==> src/rtl/idu_alloc_ctrl_pkg.sv <==
// -----------------------------------------------------------------------------
// idu_alloc_ctrl_pkg
// Shared defaults for the decode-stage allocation controller: IID window width,
// physical register count/width, architectural register count and the derived
// free-list depth. The controller and its free list take these as parameter
// defaults.
// -----------------------------------------------------------------------------
package idu_alloc_ctrl_pkg;

    localparam int IDU_IID_W    = 6;
    localparam int IDU_PREG_NUM = 64;
    localparam int IDU_PREG_W   = 6;
    localparam int IDU_ARCH_NUM = 32;
    localparam int IDU_FL_DEPTH = IDU_PREG_NUM - IDU_ARCH_NUM;

    // Free-list capacity: every preg above the architectural set is free at reset.
    function automatic int fl_depth(input int preg_num, input int arch_num);
        return preg_num - arch_num;
    endfunction

endpackage

==> src/rtl/idu_preg_freelist.sv <==
// -----------------------------------------------------------------------------
// idu_preg_freelist
// Circular physical-register free list with a speculative read pointer, a
// committed read pointer and a write pointer. Pointers carry one extra lap bit
// and wrap at twice the capacity so that full and empty are distinguishable.
//
// Ports:
//   clk, rst_clk     clock, synchronous active-high reset
//   flush_i          restore the speculative read pointer to the committed one
//   grant_i          a preg is handed out this cycle
//   release_i        a retiring instruction returns release_preg_i
//   release_preg_i   preg returned to the list
//   grant_preg_o     preg at the speculative read pointer
//   free_cnt_o       pregs available for speculative allocation
//   avail_o          free_cnt_o is non-zero
// -----------------------------------------------------------------------------
module idu_preg_freelist
    import idu_alloc_ctrl_pkg::*;
#(
    parameter int PREG_NUM = IDU_PREG_NUM,
    parameter int PREG_W   = IDU_PREG_W,
    parameter int ARCH_NUM = IDU_ARCH_NUM
) (
    input  logic              clk,
    input  logic              rst_clk,
    input  logic              flush_i,
    input  logic              grant_i,
    input  logic              release_i,
    input  logic [PREG_W-1:0] release_preg_i,
    output logic [PREG_W-1:0] grant_preg_o,
    output logic [PREG_W:0]   free_cnt_o,
    output logic              avail_o
);

    localparam int              FL_DEPTH = fl_depth(PREG_NUM, ARCH_NUM);
    localparam int              IDX_W    = (FL_DEPTH > 1) ? $clog2(FL_DEPTH) : 1;
    localparam logic [PREG_W:0] DEPTH_P  = (PREG_W+1)'(FL_DEPTH);
    localparam logic [PREG_W:0] DEPTH2_P = (PREG_W+1)'(2 * FL_DEPTH);
    localparam logic [PREG_W:0] PTR_MAX  = (PREG_W+1)'(2 * FL_DEPTH - 1);

    // Pointers count 0..2*FL_DEPTH-1, then wrap.
    function automatic logic [PREG_W:0] ptr_inc(input logic [PREG_W:0] p);
        if (p == PTR_MAX) begin
            return '0;
        end else begin
            return p + {{PREG_W{1'b0}}, 1'b1};
        end
    endfunction

    // Drop the lap bit: fold the pointer back into the array range.
    function automatic logic [IDX_W-1:0] ptr_idx(input logic [PREG_W:0] p);
        logic [PREG_W:0] m;
        m = (p >= DEPTH_P) ? (p - DEPTH_P) : p;
        return m[IDX_W-1:0];
    endfunction

    logic [PREG_W-1:0] fl_q [FL_DEPTH];
    logic [PREG_W:0]   spec_rd_q, spec_rd_d;
    logic [PREG_W:0]   cmt_rd_q,  cmt_rd_d;
    logic [PREG_W:0]   wr_q,      wr_d;
    logic [PREG_W:0]   diff_s;

    // Next-pointer logic; a flush lands on the committed pointer after this
    // cycle's retire has been applied.
    always_comb begin
        cmt_rd_d = release_i ? ptr_inc(cmt_rd_q) : cmt_rd_q;
        wr_d     = release_i ? ptr_inc(wr_q)     : wr_q;
        if (flush_i) begin
            spec_rd_d = cmt_rd_d;
        end else if (grant_i) begin
            spec_rd_d = ptr_inc(spec_rd_q);
        end else begin
            spec_rd_d = spec_rd_q;
        end
    end

    // Free count is the modular distance from the speculative read to the write pointer.
    always_comb begin
        diff_s = wr_q - spec_rd_q;
        if (wr_q >= spec_rd_q) begin
            free_cnt_o = diff_s;
        end else begin
            free_cnt_o = diff_s + DEPTH2_P;
        end
        avail_o      = (free_cnt_o != '0);
        grant_preg_o = fl_q[ptr_idx(spec_rd_q)];
    end

    // Pointer and array state; reset fills the list with ARCH_NUM..PREG_NUM-1.
    always_ff @(posedge clk) begin
        if (rst_clk) begin
            spec_rd_q <= '0;
            cmt_rd_q  <= '0;
            wr_q      <= DEPTH_P;
            for (int i = 0; i < FL_DEPTH; i++) begin
                fl_q[i] <= PREG_W'(ARCH_NUM + i);
            end
        end else begin
            spec_rd_q <= spec_rd_d;
            cmt_rd_q  <= cmt_rd_d;
            wr_q      <= wr_d;
            if (release_i) begin
                fl_q[ptr_idx(wr_q)] <= release_preg_i;
            end
        end
    end

endmodule

==> src/rtl/idu_alloc_ctrl.sv <==
// -----------------------------------------------------------------------------
// idu_alloc_ctrl
// Decode-stage allocation controller. Grants an IID to every valid decoded
// instruction and a physical register to every instruction with a destination,
// and stalls decode when a resource is exhausted or dispatch is not ready.
// Grants are combinational from inputs and registered pointers.
//
// Ports:
//   clk, rst_clk            clock, synchronous active-high reset
//   rtu_global_flush        discard all speculative allocations
//   iid_req / preg_req      decoder request / destination preg needed
//   dis_ready               dispatch accepts this cycle
//   rtu_retire_vld          oldest instruction retires
//   rtu_retire_dst_vld      retiring instruction had a preg
//   rtu_retire_old_preg     previous mapping returned to the free list
//   alloc_vld, alloc_iid    grant fired, granted IID (with wrap bit)
//   alloc_preg_vld/_preg    preg grant fired, granted preg
//   y_idu_id_stall_ctrl     hold decode
//   iid_free_cnt            free IID entries
//   preg_free_cnt           free pregs for speculative allocation
//
// Optional: define IDU_ALLOC_ASSERT_EN for simulation-only protocol checks.
// -----------------------------------------------------------------------------
module idu_alloc_ctrl
    import idu_alloc_ctrl_pkg::*;
#(
    parameter int IID_W    = IDU_IID_W,
    parameter int PREG_NUM = IDU_PREG_NUM,
    parameter int PREG_W   = IDU_PREG_W,
    parameter int ARCH_NUM = IDU_ARCH_NUM
) (
    input  logic              clk,
    input  logic              rst_clk,
    input  logic              rtu_global_flush,
    input  logic              iid_req,
    input  logic              preg_req,
    input  logic              dis_ready,
    input  logic              rtu_retire_vld,
    input  logic              rtu_retire_dst_vld,
    input  logic [PREG_W-1:0] rtu_retire_old_preg,
    output logic              alloc_vld,
    output logic [IID_W:0]    alloc_iid,
    output logic              alloc_preg_vld,
    output logic [PREG_W-1:0] alloc_preg,
    output logic              y_idu_id_stall_ctrl,
    output logic [IID_W:0]    iid_free_cnt,
    output logic [PREG_W:0]   preg_free_cnt
);

    localparam logic [IID_W:0] WIN_SIZE = {1'b1, {IID_W{1'b0}}};

    logic [IID_W:0]    head_q, head_d;
    logic [IID_W:0]    tail_q, tail_d;
    logic [IID_W:0]    inflight_s;
    logic              iid_avail_s;
    logic              preg_avail_s;
    logic              fire_s;
    logic              preg_grant_s;
    logic              preg_release_s;
    logic [PREG_W-1:0] fl_preg_s;
    logic [PREG_W:0]   fl_cnt_s;

    idu_preg_freelist #(
        .PREG_NUM (PREG_NUM),
        .PREG_W   (PREG_W),
        .ARCH_NUM (ARCH_NUM)
    ) u_freelist (
        .clk            (clk),
        .rst_clk        (rst_clk),
        .flush_i        (rtu_global_flush),
        .grant_i        (preg_grant_s),
        .release_i      (preg_release_s),
        .release_preg_i (rtu_retire_old_preg),
        .grant_preg_o   (fl_preg_s),
        .free_cnt_o     (fl_cnt_s),
        .avail_o        (preg_avail_s)
    );

    // Fire decision; in-flight never exceeds the window, so its MSB alone marks "full".
    always_comb begin
        inflight_s     = head_q - tail_q;
        iid_avail_s    = ~inflight_s[IID_W];
        fire_s         = iid_req & dis_ready & iid_avail_s & (~preg_req | preg_avail_s)
                         & ~rtu_global_flush;
        preg_grant_s   = fire_s & preg_req;
        preg_release_s = rtu_retire_vld & rtu_retire_dst_vld;
    end

    // Window pointers; a flush moves head onto the post-retire tail.
    always_comb begin
        tail_d = rtu_retire_vld ? (tail_q + {{IID_W{1'b0}}, 1'b1}) : tail_q;
        if (rtu_global_flush) begin
            head_d = tail_d;
        end else if (fire_s) begin
            head_d = head_q + {{IID_W{1'b0}}, 1'b1};
        end else begin
            head_d = head_q;
        end
    end

    // Output drive; everything is held at zero while reset is asserted.
    always_comb begin
        if (rst_clk) begin
            alloc_vld           = 1'b0;
            alloc_iid           = '0;
            alloc_preg_vld      = 1'b0;
            alloc_preg          = '0;
            y_idu_id_stall_ctrl = 1'b0;
            iid_free_cnt        = '0;
            preg_free_cnt       = '0;
        end else begin
            alloc_vld           = fire_s;
            alloc_iid           = head_q;
            alloc_preg_vld      = preg_grant_s;
            alloc_preg          = fl_preg_s;
            y_idu_id_stall_ctrl = iid_req & ~fire_s & ~rtu_global_flush;
            iid_free_cnt        = WIN_SIZE - inflight_s;
            preg_free_cnt       = fl_cnt_s;
        end
    end

    // IID window state.
    always_ff @(posedge clk) begin
        if (rst_clk) begin
            head_q <= '0;
            tail_q <= '0;
        end else begin
            head_q <= head_d;
            tail_q <= tail_d;
        end
    end

`ifdef IDU_ALLOC_ASSERT_EN
    localparam logic [PREG_W:0] ARCH_P = (PREG_W+1)'(ARCH_NUM);
    localparam logic [PREG_W:0] FL_P   = (PREG_W+1)'(fl_depth(PREG_NUM, ARCH_NUM));

    // Outstanding grants of low pregs; cleared by release, and by flush since
    // reclaimed grants are legitimately handed out again.
    logic [PREG_NUM-1:0] granted_q;

    // Protocol checks on retire, release and duplicate low-preg grants.
    always_ff @(posedge clk) begin
        if (rst_clk) begin
            granted_q <= '0;
        end else if (rtu_global_flush) begin
            granted_q <= '0;
        end else begin
            if (rtu_retire_vld && (inflight_s == '0)) begin
                $error("idu_alloc_ctrl: retire with empty IID window");
            end
            if (preg_release_s && !preg_grant_s && (fl_cnt_s == FL_P)) begin
                $error("idu_alloc_ctrl: release into full free list");
            end
            if (preg_release_s) begin
                granted_q[rtu_retire_old_preg] <= 1'b0;
            end
            if (preg_grant_s && ({1'b0, fl_preg_s} < ARCH_P)) begin
                if (granted_q[fl_preg_s]) begin
                    $error("idu_alloc_ctrl: preg %0d granted twice", fl_preg_s);
                end
                granted_q[fl_preg_s] <= 1'b1;
            end
        end
    end
`endif

endmodule

==> config.mk <==
export PLATFORM = sky130hd
export DESIGN_NAME = idu_alloc_ctrl
export DESIGN_NICKNAME = d
export VERILOG_FILES = /design/src/rtl/idu_alloc_ctrl_pkg.sv /design/src/rtl/idu_preg_freelist.sv /design/src/rtl/idu_alloc_ctrl.sv
export SDC_FILE = /design/constraint.sdc
export NUM_CORES = 1
export LEC_CHECK = 0
export CAP_MARGIN = 20
export CORE_UTILIZATION = 55
export DETAILED_ROUTE_END_ITERATION = 10
export MAX_ROUTING_LAYER = met4
export PLACE_DENSITY = 0.76
export SLEW_MARGIN = 20
export SYNTH_ARGS = -nofsm -noshare
export SYNTH_HDL_FRONTEND = slang
export SYNTH_HIERARCHICAL = 1
export SYNTH_SLANG_ARGS = --single-unit
==> constraint.sdc <==
create_clock -name clk -period 3.57 [get_ports clk]
set_input_delay 0.357 -clock clk [delete_from_list [all_inputs] [get_ports clk]]
set_output_delay 0.357 -clock clk [all_outputs]
set_load 0.05 [all_outputs]
==> flow_metrics.env, run 1 <==
export IMPL_leakage_nw=4.27
export IMPL_gp_congestion=0.892
export IMPL_antenna_left=0
export IMPL_end_kind="output port"
export IMPL_grt_overflow=0
export IMPL_hp_start="rst_clk"
export IMPL_die_h_um=149
export IMPL_tightest_slew_ns=0.874
export IMPL_crit_fanout=4
export IMPL_grt_pass1_wl_mm=42.6
export IMPL_run_status="finished, violations left"
export IMPL_clkPwrFrac=0.398
export IMPL_cts_path_max_buffers=3
export IMPL_setup_viol=1
export IMPL_die_w_um=149
export IMPL_slew_viol_final=0
export IMPL_fin_crit_sh=1.02
export IMPL_synth_ff_latch_count=232
export IMPL_dp_hpwl_mm=17.3
export IMPL_pwr_share_seq=0.470
export IMPL_routed_wl_mm=27.2
export IMPL_firstDrtPassIters=5
export IMPL_cts_buffers_inserted=24
export IMPL_maxSlewHeadroom=0.417
export IMPL_rsz0062_at_grt="true"
export IMPL_intPower_mw=4.84
export IMPL_critPathKind="reg -> out"
export IMPL_drc=0
export IMPL_syn_inst=961
export IMPL_power_density_nw_per_um2=471
export IMPL_post_drt_wl_per_cell_um=21.2
export IMPL_cts_root_buffer="clkbuf_16"
export IMPL_rr_worst_depth=18
export IMPL_initial_utilization=0.563
export IMPL_grt_pass1_vias=7675
export IMPL_critPathArrivalTime_ns=3.30
export IMPL_vdd_drop_max_uv=393
export IMPL_netlist_area_sq_um=11900
export IMPL_syn_area_per_cell_sq_um=12.3
export IMPL_p_sw_frac=0.247
export IMPL_drive_above_1_share=0.238
export IMPL_switchingPower_mw=1.59
export IMPL_most_common_layout_cells="edfxtp_1, nand2_1, nor2_1, or3_1, mux4_2"
export IMPL_core_sq_um=21100
export IMPL_start_kind="flip-flop"
export IMPL_vias=7939
export IMPL_clock_latency_ns=0.54
export IMPL_cts_tree="built"
export IMPL_r2r_start="u_freelist/wr_q[0]$_SDFFE_PP0P_"
export IMPL_total_power_mw=6.43
export IMPL_finalWorstSetupSlack_ns=-0.0858
export IMPL_ys_seq_area_frac=0.554
export IMPL_r2r_end="u_freelist/spec_rd_q[4]$_SDFFE_PP0N_"
export IMPL_antennaDiodeCount=0
export IMPL_syn_to_final_growth_pct=15.1
export IMPL_clk_pin_slew_worst_paths_ns=0.06
export IMPL_synth_nets=999
export IMPL_viasPerCell=6.18
export IMPL_h_tree_depth=1
export IMPL_finClkSkew_ns=0.0281
export IMPL_antenna_found_initial=0
export IMPL_drtIter0Drc=687
export IMPL_post_route_min_period_ns=3.66
export IMPL_die_area_sq_um=22200
export IMPL_worst_r2r_setup_slack_ns=0.06
export IMPL_synth_edf_count=192
export IMPL_num_io_pins=44
export IMPL_fin_area_sq_um=13700
export IMPL_ys_flop_type="edfxtp_1"
export IMPL_final_common_cell="edfxtp_1"
export IMPL_ctsHoldBuffers=0
export IMPL_cap_violations=0
export IMPL_min_path_cells=2
export IMPL_synth_distinct_cells=66
export IMPL_violations="negative setup slack"
export IMPL_pwr_share_comb=0.132
export IMPL_std_cell_rows=53
export IMPL_required_ns=3.21
export IMPL_holdPathEnd="u_freelist/wr_q[4]$_SDFFE_PP0P_"
export IMPL_fmax_mhz=274
export IMPL_final_hold_violation_count=0
export IMPL_fin_tns_setup_ns=-0.0858
export IMPL_nNetsFinal=1029
export IMPL_crit_start="u_freelist/wr_q[0]$_SDFFE_PP0P_"
export IMPL_numPortBuffers=43
export IMPL_clock_sinks=232
export IMPL_grt_total_usage=0.259
export IMPL_place_area_sq_um=12600
export IMPL_grt_max_degree=57
export IMPL_yosysWarnings=6
export IMPL_hold_path_class="in -> reg"
export IMPL_hold_slack_ns=0.310
export IMPL_ys_async_sr_fraction=0
export IMPL_place_ws_ns=0.0667
## worst max-delay path, stage by stage, from the launching register on
cell,delay (ns)
dfxtp_2,0.35
inv_4,0.05
ha_4,0.15
fa_2,0.34
nand2b_4,0.17
a2111oi_4,0.32
a211oi_2,0.09
o31a_1,0.13
o211ai_1,0.21
inv_1,0.09
a21oi_2,0.17
nand3_2,0.10
buf_6,0.16
nor4b_4,0.26
buf_12,0.18
## registers in the layout, indices dropped and copies added (netlist names), named ones only
register              flops
u_freelist/fl_q         192
tail_q                    7
u_freelist/spec_rd_q      7
u_freelist/cmt_rd_q       7
head_q                    7
u_freelist/wr_q           7
## Yosys cell counts, types with 14 or more instances
| cell type | count | area (sq um) |
|---|---|---|
| a21oi_1 | 16 | 80.1 |
| nor2_1 | 74 | 278 |
| inv_1 | 28 | 105 |
| mux4_2 | 60 | 1350 |
| nand3_1 | 14 | 70.1 |
| edfxtp_1 | 192 | 5770 |
| nor2b_1 | 25 | 156 |
| or3_1 | 66 | 413 |
| clkbuf_1 | 64 | 240 |
| nand2_1 | 75 | 282 |
| nor3_1 | 51 | 255 |
| and2_1 | 34 | 213 |
| ha_1 | 22 | 275 |
| or2_2 | 38 | 238 |
| dfxtp_1 | 40 | 801 |
## routing by layer
layer / vias to the layer above / wire, um / part of all wire / track usage
li1: 3631 / - / - / -
met1: 3952 / 11400 / 0.42 / 0.358
met2: 314 / 13200 / 0.49 / 0.416
met3: 42 / 2080 / 0.076 / 0.0309
met4: 0 / 499 / 0.018 / 0.0587
met5: - / 0 / 0 / -
## worst max-delay path by stage
| stage | cells past startpoint | end | slack, ns |
|---|---|---|---|
| 4_1_cts | 14 | alloc_preg_vld | -0.07 |
| 3_5_place_dp | 16 | u_freelist/spec_rd_q[3]$_SDFFE_PP0N_ | 0.07 |
| 6_report | 14 | alloc_preg_vld | -0.09 |
| 5_1_grt | 14 | alloc_preg_vld | -0.16 |
| 3_3_place_gp | 16 | u_freelist/spec_rd_q[3]$_SDFFE_PP0N_ | 0.17 |
| 2_1_floorplan | 16 | flip-flop | 0.04 |
## what timing repair did
item                                    in CTS  in global routing
buffers inserted                             2                  7
endpoints found under the setup margin       5                 11
pin swaps                                    7                  4
gates resized for setup                     26                 24
## layout make-up
class / instances / area, sq um
clock buffers: 30 / 643
clock inverters: 14 / 176
fillers: 1531 / 7430
inverters: 28 / 108
multi-input cells: 627 / 5060
flip-flops and latches: 232 / 6580
well taps: 275 / 344
repair buffers: 78 / 741
## power groups by stage
stage	Sequential (mW)	Combinational [mW]	Clock [mW]
2_1_floorplan	3.06	0.565	0
4_1_cts	3.02	0.819	2.59
3_3_place_gp	3.08	0.775	0
5_1_grt	3.03	0.905	2.69
3_5_place_dp	3.08	0.786	0
6_report	3.02	0.846	2.56
## stage by stage
step / utilization / cells
finish: 0.648 / 1284
global route: 0.648 / 1284
CTS: 0.642 / 1277
detailed placement: 0.597 / 1231
global placement: 0.597 / 1231
floorplan: - / 961
## cells by family after synthesis
group,synth area share
compound gates,0.0492
xor+xnor,0.0184
fa+ha+maj,0.0266
buf+inv,0.0363
flops,0.554
mux,0.122
simple gates,0.194
Power figures use the tool's default switching activity.
==> run 2, diff against run 1 <==
--- a/config.mk
+++ b/config.mk
@@ -7,6 +7,7 @@
 export LEC_CHECK = 0
 export CAP_MARGIN = 20
 export CORE_UTILIZATION = 55
+export CTS_BUF_LIST = sky130_fd_sc_hd__clkbuf_8
 export DETAILED_ROUTE_END_ITERATION = 10
 export MAX_ROUTING_LAYER = met4
 export PLACE_DENSITY = 0.76
==> run 2 against run 1 <==
  * The run still ends with negative setup slack left
  * Critical path depth did not move
  * First-iteration DRC count rose by 0.29%
  * Sequential cell count did not move
  * Routed wire length fell by 0.76%
  * Core utilization fell by 0.14 points
  * Global-route usage barely moved
  * Critical path type unchanged
  * Critical endpoint unchanged
  * Largest power group unchanged
  * Highest routed layer unchanged
==> flow_metrics.env, run 2 (same netlist as run 1, synthesis figures left out) <==
export IMPL_violations="negative setup slack"
export IMPL_critPathKind="reg -> out"
export IMPL_clock_sinks=232
export IMPL_finClkSkew_ns=0.0260
export IMPL_largest_register_ffs=192
export IMPL_crit_fanout=4
export IMPL_total_power_mw=6.16
export IMPL_p_sw_frac=0.266
export IMPL_clock_latency_ns=0.55
export IMPL_post_drt_wl_per_cell_um=20.5
export IMPL_pwr_share_comb=0.139
export IMPL_cts_path_max_buffers=3
export IMPL_slew_viol_final=0
export IMPL_initial_utilization=0.563
export IMPL_grt_overflow=0
export IMPL_antennaDiodeCount=0
export IMPL_die_h_um=149
export IMPL_intPower_mw=4.52
export IMPL_finalWorstSetupSlack_ns=-0.106
export IMPL_ctsHoldBuffers=0
export IMPL_die_w_um=149
export IMPL_rsz0062_at_grt="true"
export IMPL_grt_max_degree=57
export IMPL_gp_congestion=0.892
export IMPL_core_sq_um=21100
export IMPL_final_common_cell="edfxtp_1"
export IMPL_start_kind="flip-flop"
export IMPL_dp_cells=1231
export IMPL_nNetsFinal=1051
export IMPL_dp_hpwl_mm=17.3
export IMPL_required_ns=3.21
export IMPL_tightest_slew_ns=0.877
export IMPL_regMostFlops="u_freelist/fl_q"
export IMPL_post_route_min_period_ns=3.68
export IMPL_drtIter0Drc=689
export IMPL_antenna_found_initial=0
export IMPL_final_cells=1316
export IMPL_cts_root_buffer="clkbuf_8"
export IMPL_vdd_drop_max_uv=345
export IMPL_maxSlewHeadroom=0.415
export IMPL_syn_to_final_growth_pct=14.9
export IMPL_grt_total_usage=0.260
export IMPL_final_hold_violation_count=0
export IMPL_n_fill_cell=1576
export IMPL_most_common_layout_cells="edfxtp_1, nand2_1, nor2_1, or3_1, mux4_2"
export IMPL_std_cell_rows=53
export IMPL_grt_pass1_vias=7712
export IMPL_h_tree_depth=2
export IMPL_grt_pass1_wl_mm=42.4
export IMPL_clk_pin_slew_worst_paths_ns=0.06
export IMPL_numPortBuffers=43
export IMPL_cap_violations=0
export IMPL_cts_buffers_inserted=38
export IMPL_cts_tree="built"
export IMPL_viasPerCell=6.08
export IMPL_drc=0
export IMPL_vias=7999
export IMPL_run_status="finished, violations left"
export IMPL_leakage_nw=4.30
export IMPL_end_kind="output port"
export IMPL_setup_viol=1
export IMPL_clkPwrFrac=0.370
export IMPL_fin_tns_setup_ns=-0.106
export IMPL_firstDrtPassIters=6
export IMPL_power_density_nw_per_um2=452
export IMPL_num_io_pins=44
export IMPL_die_area_sq_um=22200
export IMPL_hold_path_class="in -> reg"
export IMPL_routed_wl_mm=27.0
export IMPL_fmax_mhz=272
export IMPL_critPathArrivalTime_ns=3.32
export IMPL_fin_crit_sh=1.03
export IMPL_antenna_left=0
export IMPL_pwr_share_seq=0.491
export IMPL_drive_above_1_share=0.253
export IMPL_switchingPower_mw=1.64
-- run 2: path summary, 6_finish.rpt --
kind                                startpoint  depth (start not counted)                                   end  slack, ns
max            u_freelist/wr_q[0]$_SDFFE_PP0P_                         14                        alloc_preg_vld      -0.11
min                                    rst_clk                          2       u_freelist/wr_q[4]$_SDFFE_PP0P_       0.30
max reg2reg    u_freelist/wr_q[0]$_SDFFE_PP0P_                         19  u_freelist/spec_rd_q[4]$_SDFFE_PP0N_       0.04
min reg2reg  u_freelist/cmt_rd_q[6]$_SDFF_PP0_                          1     u_freelist/cmt_rd_q[6]$_SDFF_PP0_       0.55
-- run 2: per-stage QoR --
| step | util | setup WS, ns | instance area, sq um | hold slack, ns |
|---|---|---|---|---|
| 2_1_floorplan | - | 0.0377 | 11900 | 0.466 |
| 3_3_place_gp | 0.597 | 0.172 | 12600 | 0.507 |
| 3_5_place_dp | 0.597 | 0.0667 | 12600 | 0.520 |
| 4_1_cts | 0.641 | -0.0849 | 13500 | 0.272 |
| 5_1_grt | 0.646 | -0.230 | 13600 | 0.282 |
| 6_report | 0.646 | -0.106 | 13600 | 0.297 |
-- run 2: layout make-up --
class | instances | area [sq um] | share of cell area
Tap cell | 275 | 344 | 0.0253
Inverter | 28 | 105 | 0.00771
Timing Repair Buffer | 86 | 790 | 0.0579
Sequential cell | 232 | 6590 | 0.483
Clock buffer | 39 | 537 | 0.0394
Multi-Input combinational cell | 627 | 5060 | 0.371
Clock inverter | 29 | 206 | 0.0152
-- run 2: worst max-delay path, cell delays in order, from the launching register on --
cell and delay (ns):
dfxtp_2 0.33, inv_2 0.05, ha_4 0.16, fa_2 0.36, nand2b_4 0.17, a2111oi_4 0.32
a211oi_2 0.08, o31a_1 0.13, o211ai_1 0.20, inv_1 0.08, a21oi_2 0.17, nand3_2 0.11
buf_6 0.16, nor4b_4 0.30, buf_12 0.18
-- run 2: power by group through the flow --
stage	clock [mW]	combinational, mW	sequential, mW
detailed placement	0	0.786	3.08
floorplan	0	0.565	3.06
finish	2.28	0.856	3.02
CTS	2.33	0.830	3.02
global route	2.45	0.918	3.03
global placement	0	0.775	3.08
-- run 2: per-layer routing --
layer | share of wire | GRT usage
met2 | 0.48 | 0.405
met1 | 0.42 | 0.356
met4 | 0.023 | 0.0781
met5 | 0 | -
met3 | 0.073 | 0.0385
-- run 2: repair_timing --
item                       CTS  global route
pin swaps                   15            10
cloned                       0             0
setup buffers                9             8
gates resized for setup     32            17
setup endpoints to repair    5            13
